===== src/rtl/cosine_distance_unit.sv =====
// cosine_distance_unit
// Computes cos(x) by a truncated Taylor series and scales it by a velocity,
// giving distance = v * cos(x). All arithmetic is signed fixed point with
// FRAC fraction bits, and every multiply or add saturates. Any clamp during
// a run sets the sticky sat flag.
//
// Handshake: start is a request that is honoured only while the unit is idle
// (busy low). On the accepting edge the operands are captured, busy rises and
// done/sat clear. busy stays high for exactly 2*TERMS cycles. On the edge
// where it falls, done rises together with cos_out, distance and sat. done is
// a level and stays high until the next accepted start. start while busy is
// ignored.
//
// Ports:
//   clk       in   rising-edge clock
//   reset_n   in   asynchronous active-low reset
//   start     in   run request, sampled only in IDLE
//   x_in      in   W-bit signed angle in radians, FRAC fraction bits
//   v_in      in   W-bit signed velocity
//   busy      out  computation in flight
//   done      out  result valid, held until the next accepted start
//   cos_out   out  final series sum
//   distance  out  v * cos
//   sat       out  sticky saturation flag for the current/last run
//   dbg_state out  current FSM state, for observation only

module cosine_distance_unit #(
    parameter int W     = 16,
    parameter int FRAC  = 11,
    parameter int TERMS = 4
) (
    input  logic         clk,
    input  logic         reset_n,
    input  logic         start,
    input  logic [W-1:0] x_in,
    input  logic [W-1:0] v_in,
    output logic         busy,
    output logic         done,
    output logic [W-1:0] cos_out,
    output logic [W-1:0] distance,
    output logic         sat,
    output logic [2:0]   dbg_state
);

    generate
        if (TERMS < 1 || TERMS > 8) begin : g_bad_terms
            $fatal(1, "cosine_distance_unit: TERMS must be in 1..8");
        end
        if (FRAC >= W) begin : g_bad_frac
            $fatal(1, "cosine_distance_unit: FRAC must be smaller than W");
        end
    endgenerate

    typedef enum logic [2:0] {
        IDLE = 3'd0,
        LOAD = 3'd1,
        MUL1 = 3'd2,
        MUL2 = 3'd3,
        DIST = 3'd4
    } state_t;

    localparam logic [W-1:0] ONE    = W'(1) << FRAC;
    localparam logic [W-1:0] MAX_W  = {1'b0, {(W-1){1'b1}}};
    localparam logic [W-1:0] MIN_W  = {1'b1, {(W-1){1'b0}}};
    // Index of the last series term; the MUL1/MUL2 loop stops after it.
    localparam logic [3:0]   LAST_K = 4'(TERMS - 1);

    // round(2^FRAC / ((2k-1)(2k))) using integer round-half-up.
    function automatic logic [W-1:0] recip(input int k);
        longint d;
        longint num;
        d   = longint'((2 * k - 1) * (2 * k));
        num = (longint'(1) << (FRAC + 1)) + d;
        return W'(num / (2 * d));
    endfunction

    // Result is {clamped, value}.
    function automatic logic [W:0] sat_mul(input logic [W-1:0] a, input logic [W-1:0] b);
        logic signed [2*W-1:0] prod;
        logic signed [2*W-1:0] shr;
        prod = $signed({{W{a[W-1]}}, a}) * $signed({{W{b[W-1]}}, b});
        shr  = prod >>> FRAC;
        // In range only if the upper W+1 bits are a pure sign extension.
        if (shr[2*W-1:W-1] == {(W+1){1'b0}} || shr[2*W-1:W-1] == {(W+1){1'b1}}) begin
            return {1'b0, shr[W-1:0]};
        end
        return {1'b1, (shr[2*W-1] ? MIN_W : MAX_W)};
    endfunction

    function automatic logic [W:0] sat_add(input logic [W-1:0] a, input logic [W-1:0] b);
        logic [W:0] s;
        s = {a[W-1], a} + {b[W-1], b};
        if (s[W] != s[W-1]) begin
            return {1'b1, (s[W] ? MIN_W : MAX_W)};
        end
        return {1'b0, s[W-1:0]};
    endfunction

    function automatic logic [W:0] sat_neg(input logic [W-1:0] a);
        if (a == MIN_W) begin
            return {1'b1, MAX_W};
        end
        return {1'b0, W'(-a)};
    endfunction

    state_t       state_q, state_d;
    logic [W-1:0] x_q, x_d, v_q, v_d, x2_q, x2_d;
    logic [W-1:0] term_q, term_d, expr_q, expr_d, p_q, p_d;
    logic [W-1:0] cos_q, cos_d, dist_q, dist_d;
    logic [3:0]   k_q, k_d;
    logic         busy_q, busy_d, done_q, done_d, sat_q, sat_d;

    logic [W-1:0] r_tab [8];
    logic [W:0]   r_mul, r_neg, r_add;

    // Constant coefficient table; entry 0 is never selected.
    always_comb begin
        r_tab[0] = '0;
        for (int i = 1; i < 8; i++) begin
            r_tab[i] = recip(i);
        end
    end

    always_comb begin
        state_d = state_q;
        x_d     = x_q;
        v_d     = v_q;
        x2_d    = x2_q;
        term_d  = term_q;
        expr_d  = expr_q;
        p_d     = p_q;
        cos_d   = cos_q;
        dist_d  = dist_q;
        k_d     = k_q;
        busy_d  = busy_q;
        done_d  = done_q;
        sat_d   = sat_q;
        r_mul   = '0;
        r_neg   = '0;
        r_add   = '0;

        case (state_q)
            IDLE: begin
                if (start) begin
                    state_d = LOAD;
                    x_d     = x_in;
                    v_d     = v_in;
                    busy_d  = 1'b1;
                    done_d  = 1'b0;
                    sat_d   = 1'b0;
                end
            end
            LOAD: begin
                r_mul   = sat_mul(x_q, x_q);
                x2_d    = r_mul[W-1:0];
                sat_d   = sat_q | r_mul[W];
                term_d  = ONE;
                expr_d  = ONE;
                k_d     = 4'd1;
                state_d = (TERMS > 1) ? MUL1 : DIST;
            end
            MUL1: begin
                r_mul   = sat_mul(term_q, x2_q);
                p_d     = r_mul[W-1:0];
                sat_d   = sat_q | r_mul[W];
                state_d = MUL2;
            end
            MUL2: begin
                r_mul   = sat_mul(p_q, r_tab[k_q[2:0]]);
                r_neg   = sat_neg(r_mul[W-1:0]);
                r_add   = sat_add(expr_q, r_neg[W-1:0]);
                term_d  = r_neg[W-1:0];
                expr_d  = r_add[W-1:0];
                sat_d   = sat_q | r_mul[W] | r_neg[W] | r_add[W];
                k_d     = k_q + 4'd1;
                state_d = (k_q < LAST_K) ? MUL1 : DIST;
            end
            DIST: begin
                r_mul   = sat_mul(v_q, expr_q);
                dist_d  = r_mul[W-1:0];
                cos_d   = expr_q;
                sat_d   = sat_q | r_mul[W];
                done_d  = 1'b1;
                busy_d  = 1'b0;
                state_d = IDLE;
            end
            default: begin
                state_d = IDLE;
                busy_d  = 1'b0;
            end
        endcase
    end

    always_ff @(posedge clk or negedge reset_n) begin
        if (!reset_n) begin
            state_q <= IDLE;
            x_q     <= '0;
            v_q     <= '0;
            x2_q    <= '0;
            term_q  <= '0;
            expr_q  <= '0;
            p_q     <= '0;
            cos_q   <= '0;
            dist_q  <= '0;
            k_q     <= '0;
            busy_q  <= 1'b0;
            done_q  <= 1'b0;
            sat_q   <= 1'b0;
        end else begin
            state_q <= state_d;
            x_q     <= x_d;
            v_q     <= v_d;
            x2_q    <= x2_d;
            term_q  <= term_d;
            expr_q  <= expr_d;
            p_q     <= p_d;
            cos_q   <= cos_d;
            dist_q  <= dist_d;
            k_q     <= k_d;
            busy_q  <= busy_d;
            done_q  <= done_d;
            sat_q   <= sat_d;
        end
    end

    assign busy      = busy_q;
    assign done      = done_q;
    assign cos_out   = cos_q;
    assign distance  = dist_q;
    assign sat       = sat_q;
    assign dbg_state = state_q;

endmodule


===== config.mk =====
export PLATFORM = sky130hd
export DESIGN_NAME = cosine_distance_unit
export DESIGN_NICKNAME = d
export VERILOG_FILES = /design/src/rtl/cosine_distance_unit.sv
export SDC_FILE = /design/constraint.sdc
export NUM_CORES = 2
export LEC_CHECK = 0
export CORE_MARGIN = 8
export CORE_UTILIZATION = 35
export CTS_CLUSTER_SIZE = 20
export DETAILED_ROUTE_END_ITERATION = 7
export GPL_TIMING_DRIVEN = 1
export PLACE_DENSITY = 0.59
export SYNTH_ARGS = -nofsm -noshare
export SYNTH_HDL_FRONTEND = slang
export SYNTH_SLANG_ARGS = --single-unit
export TNS_END_PERCENT = 5

===== constraint.sdc =====
create_clock -name clk -period 14.2 [get_ports clk]
set_clock_uncertainty 0.05 [all_clocks]
set_input_delay 2.84 -clock clk [delete_from_list [all_inputs] [get_ports clk]]
set_output_delay 2.84 -clock clk [all_outputs]
set_load 0.005 [all_outputs]

==> run summary <==
STATUS
------------------------------------------------------------------------------------------
Run status                                                                    complete, no violations

SETUP PATH
------------------------------------------------------------------------------------------
Startpoint class of the critical path                                                 flop
R2R Path End                                                                  expr_q[13]$_DFFE_PN0P_
Count of cells along the worst register-to-register path                                42
Capturing instance or port of the critical path                               expr_q[13]$_DFFE_PN0P_
Critical Path Start                                                           k_q[2]$_DFFE_PN0P_
Top cell by count, worst path                                                         fa_1
WP data required                                                                  14.53 ns
Type of destination of the critical path                                              flop
Master of the slowest instance on the critical path                                dfrtp_1
Largest stage delay, worst path                                                    1.07 ns
Category of the critical setup timing path                                         reg2reg
Worst endpoint data arrival time                                                  13.10 ns
Maximum fanout encountered on the critical timing path                                  29
R2r setup slk                                                                      1.43 ns
Worst reg2reg path startpoint                                                 k_q[2]$_DFFE_PN0P_

DIE
------------------------------------------------------------------------------------------
Die area                                                                        126000 um2
Count of boundary I/O pins                                                              73
Cell Rows                                                                              124
Die width                                                                           356 um
DIE HEIGHT                                                                          356 um
Starting density of the core                                                         35.3%
Placeable core region                                                           114000 um2

PLACEMENT
------------------------------------------------------------------------------------------
Placer Congestion                                                                    0.837
Post-DP Area                                                                     42500 um2
Input/output buffers                                                                    72
HPWL after DPL                                                                    75100 um

SYNTH
------------------------------------------------------------------------------------------
Yosys reg bits                                                                         138
Number of different library cells in the post-synthesis netlist                         86
Synth Flop Type                                                                    dfrtp_1
Share of synthesized registers carrying an async set or reset                         100%
Warnings from Yosys                                                                      0
Ranking of synthesized cells by area                                          fa_1 44%, ha_1 11%, inv_1 9.8%
Netlist Area Pre-Place                                                           40400 um2
Number of enable-type register cells in the synthesized netlist                          0
Synthesized net count                                                                 5634
Most instantiated cells after synthesis                                       1054 x inv_1, 890 x fa_1, 471 x nand2_1
Synthesized area per cell                                                         9.25 um2
Cell taking the most area after synthesis                                             fa_1
Synth top area share                                                                 44.1%
Post-synthesis instance total                                                         4366
Sequential cell area fraction in the yosys report                                    8.55%
Most used standard cell by instance count after synthesis                            inv_1

CTS
------------------------------------------------------------------------------------------
Clock tree from TritonCTS                                                              yes
Number of buffers inserted to repair setup after CTS                                     0
Count of hold buffers inserted by post-cts repair                                        0
H-tree Lvls                                                                              4
CTS Buffer Depth                                                                         2
CTS Sinks                                                                              138
Clock latency at the later pin of the worst-skew pair                              0.49 ns
PostCTS Resize Cnt                                                                       0
Clock tree root buffer cell                                                      clkbuf_16
Number of buffers inserted during clock tree synthesis                                  17
Clock edge transition at the registers on the reported setup and hold paths        0.08 ns

STA
------------------------------------------------------------------------------------------
Final critical delay including setup and external delays                          12.77 ns
Upper clock frequency limit                                                       78.3 MHz
Final Hold Violating Endpoints                                                           0
Worst hold margin                                                                 0.456 ns
Worst Max-Slew Pin Slew                                                            1.11 ns
Final count of pins violating max slew                                                   0
Post-route setup TNS                                                                  0 ns
Setup-violating endpoint count in the final report                                       0
Unrepaired setup endpoints after global routing                                         no
Worst max-slew margin expressed relative to the limit                                25.6%
Period Utilization, post-route                                                       89.9%

ROUTING
------------------------------------------------------------------------------------------
Wire length per cell after detailed routing                                        15.7 um
Detail Route met3 WL                                                               3180 um
Length of routed met2 wiring                                                      44700 um
Iteration-0 DRC Markers                                                               1455
Total detailed-routing wirelength                                                 91500 um
Total number of vias                                                                 27878
Post-DR vias/cell                                                                     4.78
TritonRoute pass-1 iters                                                                 5
Post-route DRC                                                                           0
Highest Signal Layer                                                                  met4
Post-detailed-route count of antenna-violating nets                                      0
Wire length on met1                                                               42500 um

FINISH
------------------------------------------------------------------------------------------
NumNets Final                                                                         5581
Final instance area                                                              43100 um2
Area growth from synthesis to layout                                                 6.84%
Number of fill cells in the layout                                                   11513
Antenna fix cells                                                                        0
Proportion of layout cells with a drive suffix above 1                               3.28%

GLOBAL ROUTING
------------------------------------------------------------------------------------------
Global-route wire length before repair                                           159000 um
Total Routing Usage GR                                                               15.2%
Maximum number of pins on one net before global-route repair                            78
Number of global-route vias before repair                                            30572
Gr ovfl total                                                                            0
Antenna violations before repair                                                         0

RUN
------------------------------------------------------------------------------------------
Maximum Capacitance Violations                                                           0

MIN PATH
------------------------------------------------------------------------------------------
Class of the worst hold path                                                       reg2reg

-- per-layer routing --
| metal | global-route usage (%) | vias up |
|---|---|---|
| met2 | 25.8 | 401 |
| met4 | 2.79 | 0 |
| met5 | 0 | - |
| li1 | - | 12979 |
| met3 | 1.83 | 79 |
| met1 | 20.9 | 14419 |
-- cells by family (layout without fill, tap and decap cells) --
logic type | count (synthesis) | in the layout | synth area share, %
AOI/OAI and AO/OA | 425 | 425 | 6.96
xor gates and xnor gates | 132 | 132 | 2.86
adders and majority gates | 1235 | 1235 | 54.8
muxes | 48 | 48 | 1.34
DFF | 138 | 138 | 8.55
and+or+nand+nor | 1164 | 1164 | 14.1
buffers and inverters | 1224 | 1184 | 11.4
-- how the worst min path moves through the flow --
stage / depth (start not counted) / startpoint / endpoint
2_1_floorplan: 1 / busy$_DFFE_PN0P_ / busy$_DFFE_PN0P_
3_3_place_gp: 1 / cos_out[0]$_DFFE_PN0P_ / cos_out[0]$_DFFE_PN0P_
3_5_place_dp: 1 / busy$_DFFE_PN0P_ / busy$_DFFE_PN0P_
4_1_cts: 1 / cos_out[0]$_DFFE_PN0P_ / cos_out[0]$_DFFE_PN0P_
5_1_grt: 1 / cos_out[8]$_DFFE_PN0P_ / cos_out[8]$_DFFE_PN0P_
6_report: 1 / cos_out[0]$_DFFE_PN0P_ / cos_out[0]$_DFFE_PN0P_
-- critical path, delay by kind of cell (launching register included) --
kind | cells | cell delay [ns]
xor+xnor | 1 | 0.32
flops | 1 | 1.07
fa+ha+maj | 9 | 3.78
compound gates | 17 | 4.32
simple gates | 9 | 2.45
buf+inv | 6 | 0.64
-- registers in the layout, indices dropped and copies added, names as in the netlist --
register and count:
cos_out 16, term_q 16, distance 16, expr_q 16
done 1, busy 1, v_q 16, p_q 16
k_q 4, x2_q 16, sat 1, dbg_state 3
x_q 16
-- per-stage QoR --
stage | setup slack (ns) | utilization, % | std cells
after floorplan | 3.16 | - | 4366
after global placement | 1.97 | 37.2 | 5806
after detailed placement | 1.67 | 37.2 | 5806
after CTS | 1.57 | 37.7 | 5838
after global routing | 0.506 | 37.7 | 5838
final | 1.43 | 37.7 | 5838
-- final cells by class --
type | count | area [um2] | area share, %
clock buffer | 17 | 425 | 0.986
clock inverter | 15 | 170 | 0.394
inverter | 1054 | 3960 | 9.17
multi-input combinational | 3004 | 32300 | 74.9
sequential | 138 | 3450 | 8.00
tap | 1512 | 1890 | 4.39
timing repair buffer | 98 | 917 | 2.13
-- layout by cell type, fill, tap and decap left out, types with 5 or more instances in the layout --
cell type,instances
inv_1,1054
fa_1,890
nand2_1,471
ha_1,343
and2_1,317
nor2_1,162
a21oi_1,145
dfrtp_1,138
xnor2_1,96
o21ai_0,81
clkdlybuf4s50_1,71
nand2b_1,60
a21o_1,44
mux2_2,44
xor2_1,36
buf_4,26
nand3_1,25
and3_1,25
nor2b_1,25
nor3_1,22
a31oi_1,18
clkbuf_16,17
o21a_1,16
nand4_1,14
a211oi_1,12
a22o_1,12
o21bai_1,10
or3_1,8
o31ai_1,8
o21ai_1,7
nor4_1,5
o22ai_1,5
or2_2,5
Power is not shown: default switching activity piles up to over one toggle a cycle in this logic, so the estimate is an artifact.
